[src/rtl/ex_out_skid.sv]
// Two-entry output buffer between EX and the memory stage: a head register that
// drives the downstream payload and a skid register that absorbs one stalled result.
module ex_out_skid #(
    parameter int DW = 64
) (
    input  logic          clk,
    input  logic          rst,
    input  logic          ex_valid,
    output logic          ex_ready,
    input  logic [DW-1:0] alu_data_rd,
    input  logic [DW-1:0] alu_data_mem_csr,
    input  logic [DW-1:0] au_addr_pc,
    input  logic          jmp_ok,
    input  logic [4:0]    rd_index,
    input  logic          rd_wr,
    input  logic          mem_op,
    input  logic          flush,
    output logic          m_valid,
    input  logic          m_ready,
    output logic [DW-1:0] m_rd_data,
    output logic [DW-1:0] m_mem_data,
    output logic [DW-1:0] m_addr,
    output logic [4:0]    m_rd_index,
    output logic          m_rd_wr,
    output logic          m_mem_op,
    output logic          redir_valid,
    output logic [DW-1:0] redir_pc
);

    typedef struct packed {
        logic [DW-1:0] rd_data;
        logic [DW-1:0] mem_data;
        logic [DW-1:0] addr;
        logic [4:0]    rd_index;
        logic          rd_wr;
        logic          mem_op;
    } entry_t;

    entry_t        in_e;
    entry_t        head;
    entry_t        skid;
    logic          head_v;
    logic          skid_v;
    logic          rdy;
    logic          redir_v;
    logic [DW-1:0] redir_addr;
    logic          accept;
    logic          xfer;

    assign in_e = '{rd_data:  alu_data_rd,
                    mem_data: alu_data_mem_csr,
                    addr:     au_addr_pc,
                    rd_index: rd_index,
                    rd_wr:    rd_wr,
                    mem_op:   mem_op};

    // ex_ready is registered so there is no timing path from m_ready back to EX;
    // skid only fills when head is stalled, so an accept never finds skid occupied.
    assign accept = ex_valid & rdy;
    assign xfer   = head_v & m_ready;

    always_ff @(posedge clk) begin
        if (rst) begin
            head       <= '0;
            skid       <= '0;
            head_v     <= 1'b0;
            skid_v     <= 1'b0;
            rdy        <= 1'b1;
            redir_v    <= 1'b0;
            redir_addr <= '0;
        end else if (flush) begin
            head_v  <= 1'b0;
            skid_v  <= 1'b0;
            rdy     <= 1'b1;
            redir_v <= 1'b0;
        end else begin
            redir_v <= accept & jmp_ok;
            if (accept && jmp_ok)
                redir_addr <= au_addr_pc;
            if (!head_v || xfer) begin
                if (skid_v) begin
                    head   <= skid;
                    head_v <= 1'b1;
                    skid_v <= 1'b0;
                    rdy    <= 1'b1;
                end else if (accept) begin
                    head   <= in_e;
                    head_v <= 1'b1;
                end else begin
                    head_v <= 1'b0;
                end
            end else if (accept) begin
                skid   <= in_e;
                skid_v <= 1'b1;
                rdy    <= 1'b0;
            end
        end
    end

    assign ex_ready    = rdy;
    assign m_valid     = head_v;
    assign m_rd_data   = head.rd_data;
    assign m_mem_data  = head.mem_data;
    assign m_addr      = head.addr;
    assign m_rd_index  = head.rd_index;
    assign m_rd_wr     = head.rd_wr;
    assign m_mem_op    = head.mem_op;
    assign redir_valid = redir_v;
    assign redir_pc    = redir_addr;

endmodule

[config.mk]
export PLATFORM = sky130hd
export DESIGN_NAME = ex_out_skid
export DESIGN_NICKNAME = d
export VERILOG_FILES = /design/src/rtl/ex_out_skid.sv
export SDC_FILE = /design/constraint.sdc
export NUM_CORES = 1
export LEC_CHECK = 0
export CORE_MARGIN = 10
export CORE_UTILIZATION = 46
export DETAILED_ROUTE_END_ITERATION = 10
export HOLD_SLACK_MARGIN = 0.1
export PLACE_DENSITY = 0.76
export SLEW_MARGIN = 20
export SYNTH_ARGS = -nofsm -noshare
export SYNTH_HDL_FRONTEND = slang
export SYNTH_SLANG_ARGS = --single-unit
[constraint.sdc]
create_clock -name clk -period 1.87 [get_ports clk]
set_input_delay 0.561 -clock clk [delete_from_list [all_inputs] [get_ports clk]]
set_output_delay 0.561 -clock clk [all_outputs]
set_load 0.01 [all_outputs]
# Word level (Yosys, flattened, before mapping)
# Index checks and enable logic that the tools add are counted.
# classes
n_lt_le_gt_ge	0
n_div	0
n_reduce_logical	11
n_eq_ne	1
muxes	7
bitwise_logic	5
shifts	0
add_sub_neg	0
mul	0
# op_table
cell	n
two-way mux 199 bit	2
AND reduction 3 bit	2
two-way mux 1 bit	5
AND reduction 2 bit	2
nonzero test 2 bit	2
AND 1 bit	3
OR reduction 3 bit	1
inequality test 2 bit, second input constant	1
inverter 1 bit	2
OR reduction 2 bit	1
logical AND 1 bit	1
logical NOT 1 bit	1
logical OR 1 bit	1
# totals
mem_count	0
in_bits	205
ff_bits	466
latch_bits	0
rom_bits	0
ramBits	0

# Logic depth before layout (Yosys ltp)
# Gate-level depths: netlist (run 1).
# logic_depth
ltp_word	4
ltp_mapped	6

# Worst setup path after synthesis (run 1)
# OpenSTA, ideal clock, no wires.
# synth_path
path_kind	input -> register
from	in flush
to	reg head, in the netlist m_addr[60]
path_buffers	4
cell_stages	6
required_ps	1789
setup_time_ps	81
path_slack_ps	96
arrival_time_ps	1693
cell_sequence	clkbuf_1 or3_1 buf_2 buf_6 buf_6 a211oi_2
# synth_between
elab_chain_cells	2
# synth_lines
item	line_no	source
start: declaration	17	input logic flush,
inverter 1 bit (no line)	n/a	
AND reduction 3 bit (no line)	n/a	
end signal: assignment	82	head <= skid;
end signal: assignment	87	head <= in_e;
end: declaration	40	entry_t head;
# No other way between the ends.
# A chain may end at the register's enable or synchronous reset.

# Worst setup path after layout (run 1)
# layout_path
from	reg redir_addr[57], in the netlist redir_pc[57]
to	out redir_pc[57]
# layout_rtl
item	line_no	source
start: declaration	46	logic [DW-1:0] redir_addr;
start signal: assignment	79	redir_addr <= au_addr_pc;
end: declaration	27	output logic [DW-1:0] redir_pc
# No word-level cell between the ends.

==> results of run 1 <==
repair_timing:
action | CTS | global route
gates cloned | 0 | 1
gates resized for setup | 284 | 30
endpoints found under the setup margin | 268 | 36
setup buffers | 0 | 2
state kept, by name (all words and copies together) (netlist names):
register     cells
m_rd_index       5
redir_valid      1
skid           199
m_mem_data      64
m_rd_wr          1
redir_pc        64
m_addr          64
m_valid          1
m_rd_data       64
ex_ready         1
skid_v           1
m_mem_op         1
where the power goes:
| group | leakage (nW) | switching [mW] | internal, mW |
|---|---|---|---|
| combinational | 6.66 | 1.66 | 1.67 |
| clock | 0.826 | 4.13 | 5.84 |
| sequential | 3.80 | 0.234 | 10.3 |
| total | 11.3 | 6.02 | 17.8 |
layout by cell type (no fill, tap or decap), types with 6 or more instances in the layout:
cell type and instances:
nand2b_1 399, mux2_2 199, diode_2 6, inv_1 199, clkdlybuf4s15_1 21, a211oi_1 99, clkbuf_1 10, nor4_1 193
mux2i_1 199, buf_12 42, dfxtp_1 462, buf_4 124, nor4_2 7, dlygate4sd2_1 238, a211oi_2 100, a21oi_1 65
clkinv_2 10, clkdlybuf4s50_1 202, clkbuf_16 53, nand2_1 129, clkbuf_8 16
layer usage:
| layer | wire (um) | track usage [%] | share of wire (%) | up-vias |
|---|---|---|---|---|
| li1 | - | - | - | 8797 |
| met3 | 5250 | 6.73 | 7.5 | 128 |
| met5 | 74 | 0 | 0.11 | - |
| met1 | 29300 | 28.7 | 42 | 8935 |
| met2 | 33100 | 39.9 | 47 | 543 |
| met4 | 2090 | 8.33 | 3.0 | 10 |
cells by family (layout without fill, tap and decap cells):
kind of cell	Yosys count	count (layout)	share of synthesized area [%]
muxes	398	398	19.3
other	0	6	0
DFF	466	466	42.6
buffers and inverters	420	929	7.88
AOI/OAI and AO/OA	267	267	10.7
and+or+nand+nor	736	736	19.5
path summary, 6_finish.rpt:
kind / startpoint / endpoint / depth (start not counted)
setup / recovery: redir_pc[57] / redir_pc[57] / 1
hold / removal: rst / skid_v / 2
setup reg to reg: skid_v / m_mem_data[55] / 5
hold reg to reg: redir_pc[48] / redir_pc[48] / 2
cell type report:
cell class	count	area, um^2
clock inverter	13	96.3
inverter	199	747
fill	3803	17200
tap	607	759
multi-input combinational	1401	10900
clock buffer	78	1560
antenna	6	15.0
sequential	466	9340
timing repair buffer	639	6230
metrics by stage:
stage / instances / TNS [ns]
floorplan: 2287 / 0
global placement: 3309 / -162.39
detailed placement: 3309 / -176.91
CTS: 3400 / 0
global route: 3405 / 0
finish: 3409 / 0
==> key figures, run 1 <==
Run status
  – Status: completed

Worst setup path
  – Worst path slowest cell: dlygate4sd2_1
  – Crit. End Element: output pin
  – CP Launch Type: register
  – Worst-path cell chain: dlygate4sd2_1
  – CP Class: register to output pin
  – Arr. time, crit path: roughly 1.3 ns
  – CP Max Fanout: 2
  – FF-to-FF setup slack: roughly 0.070 ns
  – Crit path required time: around 1.3 ns
  – Buf+Inv Stages, Crit Path: 1
  – CP top delay family: buffers and inverters
  – Max incr delay on CP: 0.37 ns

Detailed routing
  – Post-DRT Antenna Nets: 0
  – Routed vias/inst: approximately 5.4
  – Via count: ~18000
  – Drt total wl: roughly 70000 um
  – # DRC: 0
  – DR iter-0 viols: 1130
  – Post-detailed-route wirelength per cell: 20.5 um
  – DRT Pass-1 Iters: 5

Timing
  – Final worst path period share: 98.0%
  – Final min period: 1.83 ns
  – WHS: ~0.31 ns
  – Fmax: approximately 550 MHz
  – Slew Limit Fails: 0
  – Final setup viols: 0
  – RSZ-0062 raised after global routing: no
  – Setup ws final: 0.0367 ns
  – Setup Skew: 0.0164 ns
  – Worst rel slew slack: around 66%
  – Fin. Hold Viols: 0
  – Worst Tran Pin Value: 0.516 ns

Power and ir drop
  – Peak supply drop: 0.732 mV
  – Power density cells: around 800 nW/um^2
  – Total Power: roughly 24 mW
  – Leakage: 11.3 nW

Floorplanning
  – Row count: just under 80
  – DIE WIDTH: around 240 um
  – Die Height: between 200 and 250 um
  – Die Footprint: roughly 57000 um^2
  – Initial core utilization: ~47%
  – IO Count: 471
  – Core area: approximately 47000 um^2

Hold path
  – Hold Path Class: input pin to register

Yosys
  – Post-synthesis cell area: 21900 um^2
  – Count leader, synth: dfxtp_1
  – YS warnings: 0
  – Top cell type's share of synthesized area: about 43%
  – Largest area contributor in the netlist: dfxtp_1
  – Yosys reg bits: 466
  – Sequential area share after synthesis: between 40% and 50%
  – EDFF count, synth: 0
  – Ys flop type: dfxtp_1
  – Post-synth ARST share: 0%
  – Most frequent cells after synthesis: dfxtp_1, nand2b_1, nor4_1
  – Yosys cell types: 24
  – Syn avg cell area: between 9 and 10 um^2
  – Mapped Cells: 2287
  – Top post-synthesis cells by area: dfxtp_1, nand2b_1, mux2_2
  – Synth Net Count: 2492

Global routing
  – Vias in the first global route: 19454
  – Largest net degree at the start of global routing: 95
  – First-pass GRT wire length: 110000 um
  – Grt total ovfl: 0
  – Antenna violations before repair: 9
  – GRT Total Usage: 23.8%

CTS
  – # hold bufs at CTS: 0
  – Clk buf depth: 3
  – Clock Sinks: ~470
  – Latest clock arrival within the worst-skew pair: approximately 0.59 ns
  – CTS buffer count: approximately 50
  – Clk pin slew, worst setup/hold paths: ~0.060 ns
  – Root Buffer: clkbuf_16
  – CTS tree: done
  – Htree depth: 2

Placement
  – PortBufs: between 400 and 500
  – Dpl ws: -0.494 ns
  – Routability cong.: 0.830
  – DP Area: roughly 28000 um^2
  – Detail Placement HPWL: 49100 um

Final layout
  – Layout Nets: approximately 3000
  – Final instance area: approximately 30000 um^2
  – Share of post-route cells with drive strength above 1: about a fifth
  – Post-layout util: 63.3%
  – Area grow syn2layout: 35.5%

Flow run
  – Max Cap Viol: 0
Power figures use the tool's default switching activity.
==> run 2, diff against run 1 <==
==> constraint.sdc (replaced) <==
create_clock -name clk -period 1.6 [get_ports clk]
set_input_delay 0.48 -clock clk [delete_from_list [all_inputs] [get_ports clk]]
set_output_delay 0.48 -clock clk [all_outputs]
set_load 0.01 [all_outputs]
==> run 2 against run 1 <==
Worst setup slack got worse by 0.085 ns. Hold slack got worse by 0.033 ns. Critical path type unchanged. Highest routed layer unchanged. Largest power group unchanged. First-iteration DRC count rose by 33%. The run now ends with setup timing left. Count of clock-buffer cells in the layout decreased by 8. Final area is 5.9% higher. Critical path depth rose by 1.
==> key figures, run 2 (synthesis gave the netlist of run 1 again) <==
Final layout
  – Share of post-route cells with drive strength above 1: 41.2% (+21 points)
  – Post-layout util: 67.1% (+3.7 points)
  – Commonest non-fill, non-tap cell in the layout: nand2b_1
  – Non-filler instance count after layout: 3454 (+1.3%)
  – Most frequent cells in the layout: nand2b_1, dfxtp_1, clkdlybuf4s50_1
  – Max reg flops: 199 (unchanged)
  – Number of fillers in the final layout: 3445 (-9.4%)
  – Biggest register: skid
  – Layout Nets: 3026 (+2.2%)
  – Area grow syn2layout: 43.4%

Floorplanning
  – Die Height: 238 um (unchanged)
  – Initial core utilization: 46.8% (unchanged)
  – IO Count: 471 (unchanged)
  – Die Footprint: 56800 um^2 (unchanged)
  – Row count: 79 (unchanged)
  – Core area: 46900 um^2 (unchanged)
  – DIE WIDTH: 238 um (unchanged)

Power and ir drop
  – Power density cells: 898 nW/um^2 (+12%)
  – Leakage: 11.5 nW (+1.8%)
  – Total Power: 28.2 mW (+18%)
  – Peak supply drop: 0.908 mV (+24%)

Worst setup path
  – CP Max Fanout: 2 (unchanged)
  – Worst-path cell chain: buf_6, buf_6
  – Cell mode on critical path: buf_6
  – CP Class: register to output pin
  – Worst path slowest cell: dfxtp_2
  – Max incr delay on CP: 0.32 ns (-0.05 ns)
  – FF-to-FF setup slack: -0.05 ns (-0.12 ns)
  – Crit path required time: 1.12 ns (-0.19 ns)
  – Crit. End Element: output pin
  – Arr. time, crit path: 1.17 ns (-0.10 ns)
  – CP Launch Type: register

Run status
  – Failing checks: setup timing
  – Status: complete, but fails checks

CTS
  – Latest clock arrival within the worst-skew pair: 0.60 ns (about the same)
  – CTS buffer count: 50 (+2.0%)
  – Clk buf depth: 3 (unchanged)
  – Htree depth: 2 (unchanged)
  – Clock Sinks: 466 (unchanged)
  – CTS tree: done
  – Clk pin slew, worst setup/hold paths: 0.06 ns (about the same)
  – Root Buffer: clkbuf_16

Global routing
  – Vias in the first global route: 19608 (+0.79%)
  – GRT Total Usage: 24.9% (+1.1 points)
  – Grt total ovfl: 0 (unchanged)
  – Largest net degree at the start of global routing: 93 (-2.1%)
  – First-pass GRT wire length: 114000 um (+3.3%)
  – Antenna violations before repair: 3 (-6)

Timing
  – Slew Limit Fails: 0 (unchanged)
  – Worst Tran Pin Value: 0.886 ns (+0.369 ns)
  – Setup Skew: 0.0118 ns (-0.00450 ns)
  – Final min period: 1.65 ns
  – Final worst path period share: 103%
  – Worst rel slew slack: 41.0% (-25 points)
  – Setup ws final: -0.0487 ns (-0.0853 ns)
  – RSZ-0062 raised after global routing: yes
  – Final setup viols: 69 (+69)
  – Fin. Hold Viols: 0 (unchanged)
  – Fmax: between 600 and 700 MHz

Placement
  – Cells after DPL: 3335 (+0.79%)
  – Detail Placement HPWL: 49400 um (+0.58%)
  – Routability cong.: 0.839 (+1.1%)
  – PortBufs: 470 (unchanged)

Detailed routing
  – # DRC: 0 (unchanged)
  – Post-detailed-route wirelength per cell: 22.8 um (+12%)
  – Post-DRT Antenna Nets: 0 (unchanged)
  – Via count: 19258 (+4.6%)
  – Routed vias/inst: 5.58 (+3.2%)
  – DRT Pass-1 Iters: 5 (unchanged)
  – Drt total wl: 78900 um (+13%)
  – DR iter-0 viols: 1505 (+33%)

Flow run
  – Max Cap Viol: 0 (unchanged)

Hold path
  – Hold Path Class: input pin to register
-- run 2: cell count changes in the layout (fill, tap and decap cells not counted), moves of 17 or more --
cell / previous run / this run
buf_6: 2 / 43
dfxtp_2: 2 / 92
buf_2: 0 / 198
a211oi_2: 100 / 156
nor4_4: 0 / 31
dfxtp_1: 462 / 371
nor4_2: 7 / 110
dlygate4sd2_1: 238 / 1
a211oi_1: 99 / 39
buf_4: 124 / 188
clkdlybuf4s15_1: 21 / 0
nor4_1: 193 / 59
buf_16: 1 / 18
-- run 2: metal layers --
layer,GRT usage [%],part of all wire (%)
met1,30.5,40
met2,42.1,49
met3,6.07,7.4
met4,8.12,3.1
met5,0,0.051
-- run 2: worst paths after layout --
check | start | to | cells past startpoint
worst max register to register | skid_v | m_addr[12] | 5
worst min-delay path | rst | m_rd_data[13] | 2
worst max-delay path | m_valid | m_valid | 2
worst min register to register | redir_pc[40] | redir_pc[40] | 2
-- run 2: layout make-up --
cell class | count | area (um^2) | share of cell area [%]
flip-flops and latches | 466 | 9460 | 30.1
well taps | 607 | 759 | 2.42
diodes | 1 | 2.50 | 0.00796
clock buffers | 70 | 1460 | 4.64
inverters | 199 | 747 | 2.38
repair buffers | 703 | 6520 | 20.8
multi-input cells | 1401 | 12400 | 39.4
clock inverters | 7 | 82.6 | 0.263
-- run 2: through the flow --
stage | instance area (um^2) | TNS, ns | hold WS [ns] | setup WS, ns
2_1_floorplan | 22000 | -1.33 | 0.445 | -0.0658
3_3_place_gp | 28400 | -246.20 | 0.438 | -0.669
6_report | 31400 | -1.07 | 0.279 | -0.0487
5_1_grt | 31400 | -8.13 | 0.279 | -0.105
4_1_cts | 29700 | -0.228 | 0.255 | -0.0635
3_5_place_dp | 28400 | -255.42 | 0.448 | -0.704
-- run 2: critical path, delay by kind of cell (launching register included) --
kind	cells	cell delay [ns]
DFF	1	0.32
buffers and inverters	2	0.25
-- run 2: report_power, final --
part,internal (mW),switching [mW]
registers,12.1,0.301
logic,2.24,2.34
clock network,6.44,4.81
-- run 2: what timing repair did --
action / CTS / global route
endpoints found under the setup margin: 480 / 407
buffers inserted: 6 / 9
resized for setup: 1285 / 240
gates cloned: 8 / 19
pin swaps: 1 / 6
hold buffers: 0 / 0
==> run 3, diff against run 2 <==
--- a/config.mk
+++ b/config.mk
@@ -8,8 +8,10 @@
 export CORE_MARGIN = 10
 export CORE_UTILIZATION = 46
 export DETAILED_ROUTE_END_ITERATION = 10
+export GPL_ROUTABILITY_DRIVEN = 0
 export HOLD_SLACK_MARGIN = 0.1
 export PLACE_DENSITY = 0.76
+export SKIP_LAST_GASP = 1
 export SLEW_MARGIN = 20
 export SYNTH_ARGS = -nofsm -noshare
 export SYNTH_HDL_FRONTEND = slang
==> run 3 against run 2 <==
The flow still finishes with violations (setup timing). Count of clock-buffer cells in the layout is the same. Die area is the same. Register-to-register slack is essentially flat. Clock skew is essentially flat. Final cell count shrank 0.12%. Utilization shrank 0.65 points. Global-route usage shrank 0.084 points. Combinational power shrank 2%. Critical path type is now register to register. Critical endpoint is now m_rd_data[29]. Largest cell class unchanged. Largest power group unchanged.
==> key figures, run 3 (synthesis gave the netlist of run 1 again) <==
CTS
  – # hold bufs at CTS: 0 (unchanged)
  – Clock Sinks: 466 (unchanged)
  – Htree depth: 2 (unchanged)
  – Clk pin slew, worst setup/hold paths: 0.06 ns (about the same)
  – Clk buf depth: 3 (unchanged)
  – CTS buffer count: 50 (unchanged)
  – CTS tree: done
  – Latest clock arrival within the worst-skew pair: 0.60 ns (about the same)
  – Root Buffer: clkbuf_16

Timing
  – Slew Limit Fails: 0 (unchanged)
  – Worst rel slew slack: 42.9% (+1.9 points)
  – Fin. Hold Viols: 0 (unchanged)
  – Final worst path period share: 103% (+0.36 points)
  – Fmax: 604 MHz (-0.35%)
  – Setup Skew: 0.0118 ns (-0.0000641 ns)
  – Final setup viols: 12 (-83%)
  – Setup TNS: -0.301 ns (+0.771 ns)
  – Final min period: 1.65 ns (+0.00571 ns)
  – RSZ-0062 raised after global routing: yes
  – Worst Tran Pin Value: 0.857 ns (-0.0287 ns)
  – Setup ws final: -0.0544 ns (-0.00571 ns)

Final layout
  – Commonest non-fill, non-tap cell in the layout: nand2b_1
  – Final instance area: 31100 um^2 (-0.97%)
  – Post-layout util: 66.4% (-0.65 points)
  – Most frequent cells in the layout: nand2b_1, dfxtp_1, buf_2, clkdlybuf4s50_1
  – Number of fillers in the final layout: 3478 (+0.96%)
  – Biggest register: skid
  – Multi-input gate area: 12200 um^2 (-1.2%)
  – Max reg flops: 199 (unchanged)
  – Share of post-route cells with drive strength above 1: 40.6% (-0.56 points)
  – Area grow syn2layout: 42.0%
  – FF/Latch Area: 9460 um^2 (unchanged)
  – Layout Nets: 3021 (-0.17%)

Worst setup path
  – CP Max Fanout: 15 (+13)
  – CP Class: register to register
  – Crit. End Element: register
  – RR Startpoint: skid_v
  – Crit path required time: 2.07 ns (+0.95 ns)
  – Arr. time, crit path: 2.12 ns (+0.95 ns)
  – CP Launch Type: register
  – CP Launch Point: skid_v

Floorplanning
  – Core area: 46900 um^2 (unchanged)
  – DIE WIDTH: 238 um (unchanged)
  – Die Height: 238 um (unchanged)
  – IO Count: 471 (unchanged)
  – Initial core utilization: 46.8% (unchanged)
  – Row count: 79 (unchanged)
  – Die Footprint: 56800 um^2 (unchanged)

Detailed routing
  – Wire length on met2: 38100 um (-1.6%)
  – Routed vias/inst: 5.55 (-0.38%)
  – Drt total wl: 77700 um (-1.6%)
  – Routed wl met3: 5650 um (-2.6%)
  – DRT Pass-1 Iters: 5 (unchanged)
  – DR iter-0 viols: 1551 (+3.1%)
  – Post-DRT Antenna Nets: 0 (unchanged)
  – Via count: 19162 (-0.50%)
  – # DRC: 0 (unchanged)
  – Post-detailed-route wirelength per cell: 22.5 um (-1.4%)
  – Routed metal-1 wire length: 31500 um (-1.3%)
  – Highest routed metal layer: met5

Flow run
  – Max Cap Viol: 0 (unchanged)

Global routing
  – GRT Total Usage: 24.8% (-0.084 points)
  – Vias in the first global route: 19513 (-0.48%)
  – Antenna violations before repair: 4 (+1)
  – First-pass GRT wire length: 113000 um (-0.27%)
  – Grt total ovfl: 0 (unchanged)
  – Largest net degree at the start of global routing: 93 (unchanged)

Power and ir drop
  – Leakage: 11.4 nW (-0.75%)
  – Power density cells: 904 nW/um^2 (+0.66%)
  – Peak supply drop: 0.903 mV (-0.51%)
  – Total Power: 28.1 mW (-0.31%)

Placement
  – Detail Placement HPWL: 49400 um (unchanged)
  – DP Area: 28400 um^2 (unchanged)
  – PortBufs: 470 (unchanged)
  – Dpl ws: -0.704 ns (unchanged)

Hold path
  – Hold Path Class: input pin to register
  – Worst Min Path Start: rst

Run status
  – Failing checks: setup timing
  – Status: complete, but fails checks
==> run 3: routing by layer <==
layer	vias to the layer above	GRT usage, %
met4	6	7.67
li1	8882	-
met1	9459	30.5
met5	-	0
met2	657	42.0
met3	158	6.01
==> run 3: path summary, 6_finish.rpt <==
kind                    to  slack, ns  depth (start not counted)
min reg2reg   redir_pc[40]       0.46                          2
min          m_rd_data[13]       0.28                          2
max reg2reg  m_rd_data[29]      -0.05                          5
max          m_rd_data[29]      -0.05                          5
==> run 3: where the power goes <==
part	internal, mW	total (mW)	switching (mW)
sequential	12.1	12.4	0.303
clock	6.44	11.3	4.81
combinational	2.20	4.49	2.29
total	20.7	28.1	7.40
==> run 3: worst max-delay path, cell delays in order (launching register included) <==
cell	delay, ns
dfxtp_4	0.43
buf_12	0.19
buf_4	0.19
mux2_2	0.36
nor4_2	0.26
a211oi_2	0.08
==> run 3: cell type report <==
type / count / share of cell area, %
antenna: 2 / 0.0161
tap: 607 / 2.44
clock inverter: 7 / 0.265
clock buffer: 70 / 4.68
multi-input combinational: 1401 / 39.4
timing repair buffer: 698 / 20.4
sequential: 466 / 30.4
inverter: 199 / 2.40
==> run 3: per-stage QoR <==
stage	std cells	hold WS, ns
after floorplan	2287	0.445
after global placement	3335	0.438
after detailed placement	3335	0.448
after CTS	3426	0.253
after global routing	3449	0.277
final	3450	0.277
==> run 3: repair_timing <==
| action | in CTS | in global routing |
|---|---|---|
| resized for setup | 1264 | 230 |
| setup buffers | 6 | 10 |
| endpoints found under the hold margin | 0 | 0 |
| pin swaps | 1 | 10 |
| gates cloned | 8 | 13 |
| endpoints found under the setup margin | 480 | 406 |
